$ cat config.mk
export PLATFORM = sky130hd
export DESIGN_NAME = serial_subtractor_flat
export DESIGN_NICKNAME = d
export VERILOG_FILES = /design/src/rtl/serial_subtractor_if.sv /design/src/rtl/serial_subtractor.sv /design/src/flat_wrapper.sv
export SDC_FILE = /design/constraint.sdc
export NUM_CORES = 1
export LEC_CHECK = 0
export CORE_ASPECT_RATIO = 1.75
export CORE_MARGIN = 3
export CORE_UTILIZATION = 30
export CTS_CLUSTER_SIZE = 8
export DETAILED_ROUTE_END_ITERATION = 10
export GPL_TIMING_DRIVEN = 0
export HOLD_SLACK_MARGIN = 0.05
export PLACE_DENSITY = 0.53
export RECOVER_POWER = 25
export SLEW_MARGIN = 0
export SYNTH_ARGS = -nofsm -noshare
export SYNTH_HDL_FRONTEND = slang
export SYNTH_SLANG_ARGS = --single-unit
$ cat constraint.sdc
create_clock -name clk -period 1.4 [get_ports clk]
set_input_delay 0.14 -clock clk [delete_from_list [all_inputs] [get_ports clk]]
set_output_delay 0.14 -clock clk [all_outputs]
set_load 0.05 [all_outputs]
$ cat src/rtl/serial_subtractor_if.sv
// Handshake and operand/result bundle for the bit-serial subtractor.
// The master drives requests; the slave (the subtractor) returns results.
interface serial_subtractor_if #(
  parameter int WIDTH = 8
);
  logic             start;
  logic [WIDTH-1:0] a;
  logic [WIDTH-1:0] b;
  logic             busy;
  logic             done;
  logic [WIDTH-1:0] diff;
  logic             bout;

  modport master (
    output start, a, b,
    input  busy, done, diff, bout
  );

  modport slave (
    input  start, a, b,
    output busy, done, diff, bout
  );
endinterface

$ cat src/rtl/serial_subtractor.sv
// Bit-serial unsigned subtractor: one full-subtractor step per clock,
// LSB first, with a borrow flop and a right-shifting result register.
module serial_subtractor #(
  parameter int WIDTH = 8
) (
  input  logic                clk,
  input  logic                rst_n,
  serial_subtractor_if.slave  io
);
  localparam int CW = $clog2(WIDTH);
  localparam logic [CW-1:0] LAST = CW'(WIDTH - 1);

  typedef enum logic [1:0] {
    IDLE,
    RUN,
    DONE
  } state_e;

  state_e           state_q, state_d;
  logic [WIDTH-1:0] a_sr_q, a_sr_d;
  logic [WIDTH-1:0] b_sr_q, b_sr_d;
  logic [WIDTH-1:0] res_q, res_d;
  logic [WIDTH-1:0] diff_q, diff_d;
  logic             borrow_q, borrow_d;
  logic             bout_q, bout_d;
  logic [CW-1:0]    cnt_q, cnt_d;

  logic             fs_a, fs_b, fs_bin;
  logic             fs_diff, fs_bout;
  logic [WIDTH-1:0] res_next;

  // Full-subtractor stage fed from the operand LSBs.
  assign fs_a    = a_sr_q[0];
  assign fs_b    = b_sr_q[0];
  assign fs_bin  = borrow_q;
  assign fs_diff = fs_a ^ fs_b ^ fs_bin;
  assign fs_bout = (~(fs_a ^ fs_b) & fs_bin)
                 | (~fs_a & fs_b);

  assign res_next = {fs_diff, res_q[WIDTH-1:1]};

  always_comb begin
    state_d  = state_q;
    a_sr_d   = a_sr_q;
    b_sr_d   = b_sr_q;
    res_d    = res_q;
    diff_d   = diff_q;
    borrow_d = borrow_q;
    bout_d   = bout_q;
    cnt_d    = cnt_q;
    unique case (state_q)
      IDLE: begin
        if (io.start) begin
          state_d  = RUN;
          a_sr_d   = io.a;
          b_sr_d   = io.b;
          borrow_d = 1'b0;
          cnt_d    = '0;
        end
      end
      RUN: begin
        a_sr_d   = a_sr_q >> 1;
        b_sr_d   = b_sr_q >> 1;
        res_d    = res_next;
        borrow_d = fs_bout;
        cnt_d    = cnt_q + 1'b1;
        if (cnt_q == LAST) begin
          state_d = DONE;
          diff_d  = res_next;
          bout_d  = fs_bout;
          cnt_d   = '0;
        end
      end
      DONE: begin
        state_d = IDLE;
      end
      default: begin
        state_d = IDLE;
      end
    endcase
  end

  always_ff @(posedge clk or negedge rst_n) begin
    if (!rst_n) begin
      state_q  <= IDLE;
      a_sr_q   <= '0;
      b_sr_q   <= '0;
      res_q    <= '0;
      diff_q   <= '0;
      borrow_q <= 1'b0;
      bout_q   <= 1'b0;
      cnt_q    <= '0;
    end else begin
      state_q  <= state_d;
      a_sr_q   <= a_sr_d;
      b_sr_q   <= b_sr_d;
      res_q    <= res_d;
      diff_q   <= diff_d;
      borrow_q <= borrow_d;
      bout_q   <= bout_d;
      cnt_q    <= cnt_d;
    end
  end

  assign io.busy = (state_q == RUN);
  assign io.done = (state_q == DONE);
  assign io.diff = diff_q;
  assign io.bout = bout_q;
endmodule

$ cat src/flat_wrapper.sv
// flat-port wrapper written by rule: the top's interface ports become plain ports
module serial_subtractor_flat 
#(
  parameter int WIDTH = 8
)
  (clk, rst_n, io_start, io_a, io_b, io_busy, io_done, io_diff, io_bout);
  serial_subtractor_if #(.WIDTH(WIDTH)) io_i ();
  input  logic clk;
  input  logic rst_n;
  input wire logic [$bits(io_i.start)-1:0] io_start;
  input wire logic [$bits(io_i.a)-1:0] io_a;
  input wire logic [$bits(io_i.b)-1:0] io_b;
  output wire logic [$bits(io_i.busy)-1:0] io_busy;
  output wire logic [$bits(io_i.done)-1:0] io_done;
  output wire logic [$bits(io_i.diff)-1:0] io_diff;
  output wire logic [$bits(io_i.bout)-1:0] io_bout;
  assign io_i.start = io_start;
  assign io_i.a = io_a;
  assign io_i.b = io_b;
  assign io_busy = io_i.busy;
  assign io_done = io_i.done;
  assign io_diff = io_i.diff;
  assign io_bout = io_i.bout;
  serial_subtractor #(.WIDTH(WIDTH)) u_core (.clk(clk), .rst_n(rst_n), .io(io_i));
endmodule
# After elaboration in Yosys (flattened, before gate mapping)
# Index checks and enable logic that the tools add are counted.
dict set report op_classes {
  n_addsub 1
  n_eq_ne 5
  n_mux 12
  n_bitwise 7
  reduce_logical 5
}
# operator count
set ops {}
lappend ops {{8-bit one-hot mux with 2 select lines} 2}
lappend ops {{8-bit two-way mux} 2}
lappend ops {{3-bit two-way mux} 2}
lappend ops {{3-bit one-hot mux with 2 select lines} 1}
lappend ops {{2-bit AND reduction} 3}
lappend ops {{2-bit two-way mux} 2}
lappend ops {{2-bit one-hot mux with 2 select lines} 1}
lappend ops {{3-bit by 1-bit adder with 3-bit output (second input constant)} 1}
lappend ops {{3-bit == test (second input constant)} 1}
lappend ops {{1-bit bitwise AND} 2}
lappend ops {{2-bit by 1-bit == test with 1-bit output (second input constant)} 1}
lappend ops {{2-bit == test (second input constant)} 1}
lappend ops {{2-bit logical NOT} 1}
lappend ops {{2-bit by 1-bit inequality test with 1-bit output (second input constant)} 1}
lappend ops {{2-bit inequality test (second input constant)} 1}
lappend ops {{1-bit inverter} 2}
lappend ops {{1-bit one-hot mux with 2 select lines} 1}
lappend ops {{2-bit nonzero test} 1}
lappend ops {{1-bit bitwise XOR} 2}
lappend ops {{1-bit two-way mux} 1}
lappend ops {{1-bit bitwise OR} 1}
dict set report word_totals {
  register_bits 39
  inputBits 19
  out_inout_bits 11
  elab_cells 38
}

# Depth between registers and ports, before layout
dict set report logic_depth {
  word_depth 5
  mapped_depth 5
  mapped_depth_nobuf 4
}

# Least setup slack after synthesis
# OpenSTA, ideal clock, no wires.
dict set report synth_timing {
  path_type {register to output}
  startpoint {reg u_core.state_q[1]}
  endpoint {out io_done}
  arrival_ps 1445
  path_slack_ps -185
  path_stages_with_launch 4
  path_buffers 2
  cell_sequence {dfrtp_1 > buf_2 > buf_4 > nor2b_1}
}
dict set report synth_via {
  elab_chain_cells 1
}
# element line
set synth_lines {}
lappend synth_lines {{start: declaration} serial_subtractor.sv:19} ;# state_e state_q, state_d;
lappend synth_lines {{start signal: assignment} serial_subtractor.sv:94} ;# state_q <= state_d;
lappend synth_lines {{2-bit == test} serial_subtractor.sv:106} ;# assign io.done = (state_q == DONE);
lappend synth_lines {{end: declaration} flat_wrapper.sv:14} ;# output wire logic [$bits(io_i.done)-1:0] io_done;
# No other way between the ends.

# Final worst setup path
dict set report layout_timing {
  startpoint {reg u_core.cnt_q[0]}
  endpoint {reg u_core.diff_q[3], in the netlist u_core.io.diff[3]}
}
dict set report layout_via {
  elab_chain_cells 2
}
# element line
set layout_lines {}
lappend layout_lines {{start: declaration} serial_subtractor.sv:26} ;# logic [CW-1:0] cnt_q, cnt_d;
lappend layout_lines {{start signal: assignment} serial_subtractor.sv:101} ;# cnt_q <= cnt_d;
lappend layout_lines {{3-bit == test} serial_subtractor.sv:67} ;# if (cnt_q == LAST) begin
lappend layout_lines {{2-bit AND reduction (no line)} n/a}
lappend layout_lines {{end signal: assignment} serial_subtractor.sv:98} ;# diff_q <= diff_d;
lappend layout_lines {{end: declaration} serial_subtractor.sv:23} ;# logic [WIDTH-1:0] diff_q, diff_d;
# No other way between the ends.
# A chain may end at the register's enable or synchronous reset.

==> metrics <==
area leader, netlist=dfrtp_1; clock latency on the worst-skew pair=0.28 ns; post-DP HPWL=2700 µm; Vias=~1300; Layout area overhead=39.4%; Layout fillers=just under 600; Yosys warning count=0; share of the synthesized area in the top cell type=between 50% and 60%; Synth Register Bits=38; Clock Sinks=38; fmax=670 MHz; Multi-input gate area=757 µm²; WP data arrival=1.66 ns; Seq/Total Area, Yosys=53.1%; max-cap viol count=0; CTS HTree Levels=2; final setup fails=13; die area=roughly 7000 µm²; RSZ-0062 raised after global routing=true; FF+latch area=951 µm²; Yosys cell types=30; Synth area leaders=dfrtp_1 (53%), mux2_2 (7.6%), nor4b_1 (5.9%), nor3b_1 (5.0%), a211oi_1 (4.6%); Slew HR=a little under two fifths; DIE WIDTH=64.4 µm; asr flop ratio synth=between 90% and 100%; CTS tree=yes; FF-to-FF path depth=5; max-slew violation count=0; Initial Utilization=31.5%; number of flops mapped to enable cells by yosys=0; syn nets=164; Critical Path Sink=u_core.io.diff[3]; Vias/cell=4.87; top-count cell post-synth=dfrtp_1; hold slack=0.504 ns; CTS buffer count=5; CP endpoint kind=register; # diodes=0; first-pass GRT wire length=6710 µm; crit path buf inv count=1; Max FO, Critical Path=5; HP Class=register to register; CP Cell Sequence=ha_2 -> ha_4 -> nand3b_1 -> buf_6 -> mux2_4; initial drt markers=21; CP startpoint=u_core.cnt_q[0]; drt first pass iters=4; drt wl/cell=14.8 µm; final hold violation count=0; IO Pins=30; Startpoint Class=register; grt ovf=0; clk_skew=between 0.005 and 0.006 ns; post-route setup slack=-0.0928 ns; setup_tns=-0.939 ns; GR Util All Layers=12.5%; post-route ant nets=0; Max VDD drop=850 µV; Mapped Area=1790 µm²; Critical Path RT=1.56 ns; WP depth=5; slowest cell on the critical path=dfrtp_1; ys flop type=dfrtp_1; Leak=1.14 nW; number of global-route vias before repair=between 1000 and 1500; row count=36; port buffer count=29; Worst path max stage delay=0.39 ns; run status=finished with violations; fin cells=272; Remaining DRCs=0; Clock transition at path regs=0.07 ns; Avg Cell Area, Syn=around 13 µm²; Post-Route WL=4040 µm; Crit path max-delay family=flip-flops; Nets=217; Cells after Synth=roughly 140; Reg2Reg Capture Point=u_core.io.diff[3]; Crit Reg-Reg Startpoint=u_core.cnt_q[0]; GP Congestion=0.704; placed cells=247; r2r setup slk=-0.09 ns; Tmin final=1.49 ns; layout cells sized above 1=31.6%; Clock Path Buffers=2; worst slew pin tran=0.943 ns; PD cells=2260 nW/µm²; initial antenna violation count=0; Die Ht=108 µm; largest net degree at the start of global routing=39; commonest cells in the netlist=dfrtp_1 (38), inv_1 (15), mux2_2 (12), nor3b_1 (12), nor4b_1 (12); crit path kind=register to register; CTS Root Cell=clkbuf_8; failing checks=negative setup slack; fin crit share=107%; core area=roughly 5700 µm²
## cells in the final DEF, fill, tap and decap left out, types with 2 or more instances in the layout
master / n
dfrtp_1: 38
clkdlybuf4s50_1: 17
buf_4: 15
inv_1: 14
nor3b_1: 12
a211oi_1: 11
nor4b_1: 11
buf_6: 10
mux2_4: 10
dlygate4sd2_1: 9
clkbuf_8: 6
mux2_2: 4
nand2b_1: 3
clkbuf_2: 3
a22o_1: 3
buf_8: 2
nor4bb_1: 2
clkbuf_1: 2
or4b_1: 2
o221a_2: 2
## worst register-to-register path: stages, from the launching register on
cell,delay (ns)
dfrtp_1,0.39
ha_2,0.21
ha_4,0.16
nand3b_1,0.15
buf_6,0.17
mux2_4,0.30
## stage by stage
| step | area [µm²] | utilization (%) | power [W] | setup WS (ns) |
|---|---|---|---|---|
| floorplan | 1800 | - | 0.00373 | 0.0138 |
| global placement | 2190 | 38.6 | 0.00442 | -0.718 |
| detailed placement | 2180 | 38.5 | 0.00450 | -0.572 |
| CTS | 2420 | 42.6 | 0.00550 | -0.177 |
| global route | 2490 | 44.0 | 0.00603 | -0.155 |
| finish | 2490 | 44.0 | 0.00564 | -0.0928 |
## what timing repair did
| item | 4_1_cts | 5_1_grt |
|---|---|---|
| hold buffers | 1 | 0 |
| endpoints found under the hold margin | 38 | 0 |
| gates cloned | 1 | 0 |
| endpoints found under the setup margin | 19 | 20 |
| pin swaps | 3 | 3 |
| buffers inserted | 8 | 7 |
| gates resized for setup | 43 | 11 |
## cell type report
cell class / instances / area share [%]
timing repair buffer: 46 / 16.8
clock inverter: 1 / 0.201
clock buffer: 7 / 3.46
tap: 76 / 3.81
buffer: 12 / 4.61
inverter: 16 / 2.71
multi-input combinational: 76 / 30.3
sequential: 38 / 38.1
## cell families (layout without fill, tap and decap cells)
| logic type | Yosys count | count (layout) | synth area share, % |
|---|---|---|---|
| DFF | 38 | 38 | 53.1 |
| AOI/OAI and AO/OA | 23 | 23 | 10.9 |
| adders and majority gates | 3 | 3 | 2.52 |
| muxes | 16 | 16 | 10.0 |
| buffers and inverters | 28 | 82 | 8.25 |
| and+or+nand+nor | 34 | 34 | 15.2 |
## worst min path at each step
stage               slack [ns]         startpoint  cells after the start                 to
floorplan                -0.16              rst_n                      0   u_core.a_sr_q[0]
global placement          0.47   u_core.b_sr_q[7]                      1   u_core.b_sr_q[7]
detailed placement        0.30              rst_n                      1  u_core.io.diff[0]
CTS                       0.50   u_core.b_sr_q[7]                      1   u_core.b_sr_q[7]
global route              0.53  u_core.io.diff[1]                      1  u_core.io.diff[1]
finish                    0.50   u_core.b_sr_q[7]                      1   u_core.b_sr_q[7]
## layer usage
metal / track usage, % / wire [µm]
met1: 14.9 / 1710
met2: 21.4 / 2060
met3: 3.33 / 207
met4: 4.54 / 62
met5: 0 / 0
## power by group
part | internal, W | switching [W] | leakage, nW
clock network | 0.000397 | 0.000362 | 0.0482
logic | 0.00145 | 0.00149 | 0.649
registers | 0.00163 | 0.000302 | 0.447
total | 0.00348 | 0.00216 | 1.14
## state kept, by name, summed over array words and instances, names as in the netlist
register	count
u_core.borrow_q	1
u_core.a_sr_q	8
u_core.res_q	7
u_core.state_q	2
u_core.io.bout	1
u_core.b_sr_q	8
u_core.io.diff	8
u_core.cnt_q	3
Power figures use the tool's default switching activity.
